### src/rtl/regfile_pkg.sv
// Shared defaults and index helpers for the N-read / 1-write register file.
// Latency: none; this package holds only constants and pure functions.
// Backpressure: none; the package carries no flow control.
package regfile_pkg;

  localparam int DEF_WIDTH   = 64;
  localparam int DEF_DEPTH   = 32;
  localparam int DEF_NUM_RD  = 2;
  localparam int DEF_HAS_ZR  = 1;
  localparam int DEF_BYPASS  = 1;
  localparam int DEF_REG_OUT = 0;

  // Address width for a given register count. The result is never below 1,
  // so the smallest file (2 entries) still has a real address bit.
  function automatic int calc_aw(input int depth);
    return (depth <= 2) ? 1 : $clog2(depth);
  endfunction

  // The last index is the one reserved as the hard-wired zero register.
  function automatic int zr_index(input int depth);
    return depth - 1;
  endfunction

endpackage

### src/rtl/rf_read_port.sv
// One read port: DEPTH:1 select, then same-cycle write forwarding, then zero-register mask.
// Latency: purely combinational from the storage array and the write-port inputs.
// Backpressure: none; the port always produces a value and any enable gating is done by the caller.
module rf_read_port
  import regfile_pkg::*;
#(
  parameter  int WIDTH  = DEF_WIDTH,
  parameter  int DEPTH  = DEF_DEPTH,
  parameter  int HAS_ZR = DEF_HAS_ZR,
  parameter  int BYPASS = DEF_BYPASS,
  localparam int AW     = calc_aw(DEPTH)
) (
  input  logic [DEPTH-1:0][WIDTH-1:0] regs,
  input  logic [AW-1:0]               rd_addr,
  input  logic                        wr_en,
  input  logic [AW-1:0]               wr_addr,
  input  logic [WIDTH-1:0]            wr_data,
  output logic [WIDTH-1:0]            sel_data
);

  localparam logic [AW-1:0] ZR_IDX = AW'(zr_index(DEPTH));

  // Select the stored value. A matching write overrides it when forwarding
  // is enabled. The zero-register mask is applied last, so it also wins
  // over forwarded data.
  always_comb begin
    sel_data = regs[rd_addr];
    if ((BYPASS != 0) && wr_en && (wr_addr == rd_addr)) begin
      sel_data = wr_data;
    end
    if ((HAS_ZR != 0) && (rd_addr == ZR_IDX)) begin
      sel_data = '0;
    end
  end

endmodule

### src/rtl/regfile_nr1w.sv
// Register file with NUM_RD independent read ports and one write port, optional zero register.
// Latency: a write is visible one clock later (same cycle if forwarding is on); reads are 0 or 1 cycle (REG_OUT).
// Backpressure: none; writes and reads are always accepted, and rd_valid qualifies the read data.
module regfile_nr1w
  import regfile_pkg::*;
#(
  parameter  int WIDTH   = DEF_WIDTH,
  parameter  int DEPTH   = DEF_DEPTH,
  parameter  int NUM_RD  = DEF_NUM_RD,
  parameter  int HAS_ZR  = DEF_HAS_ZR,
  parameter  int BYPASS  = DEF_BYPASS,
  parameter  int REG_OUT = DEF_REG_OUT,
  localparam int AW      = calc_aw(DEPTH)
) (
  input  logic                         clk,
  input  logic                         reset_n,
  input  logic                         wr_en,
  input  logic [AW-1:0]                wr_addr,
  input  logic [WIDTH-1:0]             wr_data,
  input  logic [NUM_RD-1:0]            rd_en,
  input  logic [NUM_RD-1:0][AW-1:0]    rd_addr,
  output logic [NUM_RD-1:0][WIDTH-1:0] rd_data,
  output logic [NUM_RD-1:0]            rd_valid
);

  localparam logic [AW-1:0] ZR_IDX = AW'(zr_index(DEPTH));

  logic [DEPTH-1:0][WIDTH-1:0]  regs;
  logic [NUM_RD-1:0][WIDTH-1:0] sel_data;
  logic                         wr_hit_zr;

  // Writes aimed at the zero register are dropped so its storage stays 0.
  assign wr_hit_zr = (HAS_ZR != 0) && (wr_addr == ZR_IDX);

  // Storage: cleared by reset, and one entry updated per clock on a write strobe.
  always_ff @(posedge clk or negedge reset_n) begin
    if (!reset_n) begin
      regs <= '0;
    end else if (wr_en && !wr_hit_zr) begin
      regs[wr_addr] <= wr_data;
    end
  end

  for (genvar p = 0; p < NUM_RD; p++) begin : g_port
    rf_read_port #(
      .WIDTH  (WIDTH),
      .DEPTH  (DEPTH),
      .HAS_ZR (HAS_ZR),
      .BYPASS (BYPASS)
    ) u_port (
      .regs     (regs),
      .rd_addr  (rd_addr[p]),
      .wr_en    (wr_en),
      .wr_addr  (wr_addr),
      .wr_data  (wr_data),
      .sel_data (sel_data[p])
    );
  end

  if (REG_OUT != 0) begin : g_reg_out
    logic [NUM_RD-1:0][WIDTH-1:0] data_q;
    logic [NUM_RD-1:0]            vld_q;

    // Output stage: data is captured only on a request and held otherwise;
    // valid follows the request one cycle late. Reset drops any pending read.
    always_ff @(posedge clk or negedge reset_n) begin
      if (!reset_n) begin
        data_q <= '0;
        vld_q  <= '0;
      end else begin
        vld_q <= rd_en;
        for (int p = 0; p < NUM_RD; p++) begin
          if (rd_en[p]) begin
            data_q[p] <= sel_data[p];
          end
        end
      end
    end

    assign rd_data  = data_q;
    assign rd_valid = vld_q;
  end else begin : g_comb_out
    // Combinational output: a port that is not requested reads as 0.
    always_comb begin
      rd_data = '0;
      for (int p = 0; p < NUM_RD; p++) begin
        if (rd_en[p]) begin
          rd_data[p] = sel_data[p];
        end
      end
    end

    assign rd_valid = rd_en;
  end

endmodule

### config.mk
export PLATFORM = sky130hd
export DESIGN_NAME = regfile_nr1w
export DESIGN_NICKNAME = d
export VERILOG_FILES = /design/src/rtl/regfile_pkg.sv /design/src/rtl/rf_read_port.sv /design/src/rtl/regfile_nr1w.sv
export SDC_FILE = /design/constraint.sdc
export NUM_CORES = 2
export LEC_CHECK = 0
export ABC_CLOCK_PERIOD_IN_PS = 4900
export CORE_MARGIN = 2
export CORE_UTILIZATION = 30
export CTS_BUF_LIST = sky130_fd_sc_hd__clkbuf_4
export DETAILED_ROUTE_END_ITERATION = 12
export DONT_BUFFER_PORTS = 1
export HOLD_SLACK_MARGIN = 0.03
export PLACE_DENSITY = 0.56
export REMOVE_ABC_BUFFERS = 1
export SYNTH_ARGS = -nofsm -noshare
export SYNTH_HDL_FRONTEND = slang
export SYNTH_HIERARCHICAL = 1
export SYNTH_SLANG_ARGS = --single-unit
### constraint.sdc
create_clock -name clk -period 4.9 [get_ports clk]
set_input_delay 0.98 -clock clk [delete_from_list [all_inputs] [get_ports clk]]
set_output_delay 0.98 -clock clk [all_outputs]
set_load 0.05 [all_outputs]
== After elaboration in Yosys (flattened, before gate mapping) ==
Cells that the tools add are included.
Storage, ports and cells
  input port bits: 84
  output and inout port bits: 130
  register bits after elaboration: 2048
  logic and storage cells: 59
Cells by class
  equality and inequality tests: 5
  order comparisons: 4
  multiplexer cells: 13
  reductions and logical operators: 5
Operators by type and width (count)
  $bwmux 2048: 1
  $bmux 64 s5: 2
  $mux 64: 9
  $demux 64 s5: 1
  $lt 5x6->1 const B: 3
  $eq 5x5->1 const B: 3
  $eq 5x5->1: 2
  $ge 5x1->1 const B: 1
  $logic_and 1x1->1: 4
  $logic_not 1->1: 1

== Longest topological paths before layout ==
  word-level depth: 5
  gate-level depth with buffers: 10
  mapped depth without buffers: 6

== Cells and area by module ==
Netlist, hierarchy kept.
By module, submodules not included
  regfile_nr1w: instances 1, cells an instance 4675, area an instance 76824.9 sq um, seq. area each 51249.2 sq um
  rf_read_port: instances 2, cells an instance 1242, area an instance 16741.1 sq um, seq. area each 0.0 sq um

== Worst setup path after synthesis ==
Ideal clock, no wire load.
  path type: input to output
  start point: in rd_addr[8] (netlist name)
  end point: out rd_data[108] (netlist name)
  slack: 1085 ps
  arrival: 2835 ps
  data required time: 3920 ps
  stages: 7
  path buffers: 3
  path through: buf_2 > buf_1 > clkbuf_1 > mux2_2 > nand2_1 > o2111a_1 > and2_1
RTL lines
  from (decl): line regfile_nr1w.sv:21  | input logic [NUM_RD-1:0][AW-1:0] rd_addr,
  to (decl): line regfile_nr1w.sv:22  | output logic [NUM_RD-1:0][WIDTH-1:0] rd_data,

==> impl_metrics.csv <==
group,metric,value,unit
die,die_w,610,um
place,preCtsSetupSlack,-1230,ps
clock_tree,cts_tree,"yes",
place,hpwlAfterDp,202000,um
setup_path,crit_type,"in2out",
clock_tree,root_buffer,"clkbuf_4",
synthesis,postSynthCellCount,7159,
global_routing,grt_pass1_wl,547000,um
die,num_rows,222,
setup_path,required,3920,ps
drt,wl_per_cell,30.4,um
outcome,violations,"max-slew violations",
synthesis,synthDistinctLibCells,44,
drt,antenna_left,0,
sta,layout_setup_ws,147,ps
synthesis,synth_edf_count,0,
cells_and_area,drive_gt1_share,57.2,%
drt,wl,379000,um
cells_and_area,top_register,"regs",
sta,worstMarginPinSlew,1570,ps
sta,rsz0062_at_grt,"no",
cells_and_area,finish.utilization,34.5,%
die,io_pins,214,
synthesis,ys_warn_count,6,
cells_and_area,area_growth,14.4,%
flow_run,max_cap_viol_count,0,
cells_and_area,nets,7374,
cells_and_area,stdcell_count,12500,
cells_and_area,largest_reg_flops,2048,
sta,min_period,4750,ps
global_routing,grt_pass1_vias,76200,
global_routing,grt_start_max_net_pins,330,
sta,hold_violations,0,
clock_tree,ctsHtreeMaxLevel,6,
place,placed_cell_area,118000,um2
clock_tree,clkTransAtPathRegs,70,ps
global_routing,antenna_found_initial,24,
synthesis,synth_flop_cell,"dfrtp_1",
hold_path,holdCritPathClass,"in2reg",
setup_path,crit_fanout,39,
synthesis,ys_ff_latch,2048,
cells_and_area,reg.largest.list,"regs: 2048 flops",
synthesis,syn_area_per_cell,15.4,um2
cells_and_area,finish.instance_area,126000,um2
die,die_h,610,um
place,portBuffers,0,
sta,fin_hold_ws,358,ps
sta,slew_viol_final,80,
global_routing,gr-total-overflow,0,
synthesis,synth-async-reset-ratio,100,%
die,core-area,366000,um2
clock_tree,cts_buffer_depth,4,
clock_tree,numCtsBuffers,551,
sta,fin_tns_setup,0,ps
cells_and_area,final_common_cell,"mux2_2",
place,dp_cells,11500,
die,start_util,30.2,%
drt,vias_per_cell,5.70,
cells_and_area,final_cell_mix,"mux2_2, dfrtp_1, mux4_2",
clock_tree,cts.sinks,2048,
cells_and_area,fill_cells,34900,
power_and_ir_drop,ir_worst_vdd,0.183,mV
sta,setup_viol,0,
synthesis,synth.yosys.seq_area_share,46.5,%
power_and_ir_drop,finalPower,49.0,mW
power_and_ir_drop,p_leak,53.7,nW
drt,vias,71100,
die,die-area,373000,um2
setup_path,cp-start-kind,"input port",
sta,finalCritPeriodShare,97.0,%
synthesis,synth_area,110000,um2
setup_path,arrival,3770,ps
global_routing,grt_use_total,20.0,%
drt,drcViolationCount,0,
clock_tree,cts_setup_buffers,0,
setup_path,cp-end-kind,"primary output",
sta,fmax,210,MHz
sta,skew,0,ps
place,gp_congestion,0.759,
power_and_ir_drop,p_per_area,388,nW/um2
drt,drt_iter0_markers,5758,
sta,slew_headroom,-4.55,%
drt,drt_first_pass_iters,5,
outcome,outcome,"finished, violations left",
clock_tree,clock_latency,1280,ps
[Yosys cell counts, types with 3 or more instances]
cell type | instances | area, um2
buf_4 | 42 | 315
dfrtp_1 | 2048 | 51200
nand2b_1 | 6 | 37.5
o2111a_1 | 126 | 1420
buf_1 | 12 | 45.0
xor2_1 | 8 | 70.1
o21ai_0 | 126 | 631
or3_1 | 3 | 18.8
buf_6 | 37 | 417
nand2_1 | 149 | 559
mux2i_1 | 258 | 2580
and2_1 | 134 | 838
buf_2 | 337 | 1690
nand3_2 | 3 | 30.0
nand4b_1 | 3 | 26.3
nor2_2 | 11 | 68.8
mux4_2 | 1020 | 23000
mux2_1 | 5 | 56.3
nor2_1 | 5 | 18.8
clkbuf_1 | 424 | 1590
o22ai_1 | 252 | 1580
mux2_2 | 2109 | 23700
nand4_1 | 3 | 18.8
[power by group]
group | total, mW | internal, mW | leakage, nW | switching, mW
logic | 11.0 | 6.76 | 23.4 | 4.28
registers | 22.4 | 20.1 | 26.3 | 2.26
clock network | 15.6 | 8.17 | 4.09 | 7.44
[timing repair]
action                     4_1_cts  5_1_grt
hold endpoints to repair      2089        0
gates cloned                    12        2
resized for setup                5        1
hold buffers                    83        0
setup endpoints to repair      128      226
[logic make-up after synthesis]
logic type / after synthesis / synth area share (%)
multiplexers: 3392 / 44.7
flip-flops: 2048 / 46.5
buffers and inverters: 854 / 3.68
AO/OA/AOI/OAI: 522 / 3.42
AND/OR/NAND/NOR: 333 / 1.61
XOR/XNOR: 10 / 0.0794
[layout make-up]
| class | instances | area, um2 | share of cell area, % |
|---|---|---|---|
| antenna | 24 | 60.1 | 0.0476 |
| multi-input combinational | 4257 | 55300 | 43.8 |
| clock buffer | 801 | 6010 | 4.76 |
| sequential | 2048 | 51200 | 40.6 |
| inverter | 2 | 17.5 | 0.0139 |
| tap | 4816 | 6030 | 4.77 |
| timing repair buffer | 430 | 6720 | 5.32 |
| clock inverter | 114 | 828 | 0.656 |
[routing by layer]
| metal | vias to the layer above | wire (um) | track usage (%) |
|---|---|---|---|
| li1 | 28400 | - | - |
| met2 | 2907 | 180000 | 32.3 |
| met5 | - | 46 | 0.0517 |
| met3 | 803 | 27500 | 4.34 |
| met1 | 39000 | 158000 | 26.3 |
| met4 | 6 | 13800 | 7.55 |
[worst max-delay path, cell delays in order]
cell       delay (ps)
buf_16            240
buf_16            280
mux4_2            550
and2_1            180
a2111oi_0         440
buf_4             180
a211oi_1           40
a31o_1            270
and2_1            260
buf_12            190
[final timing paths]
check | from | to | slack, ps | cells past startpoint
setup / recovery | rd_addr[0] | rd_data[61] | 150 | 10
hold / removal | wr_en | regs[1945] | 360 | 3
setup reg to reg | regs[1119] | regs[1119] | 3550 | 2
hold reg to reg | regs[2042] | regs[2042] | 390 | 0
max in group asynchronous | reset_n | regs[2020] | 700 | 6
min in group asynchronous | reset_n | regs[16] | 450 | 3
Power figures use the tool's default switching activity.
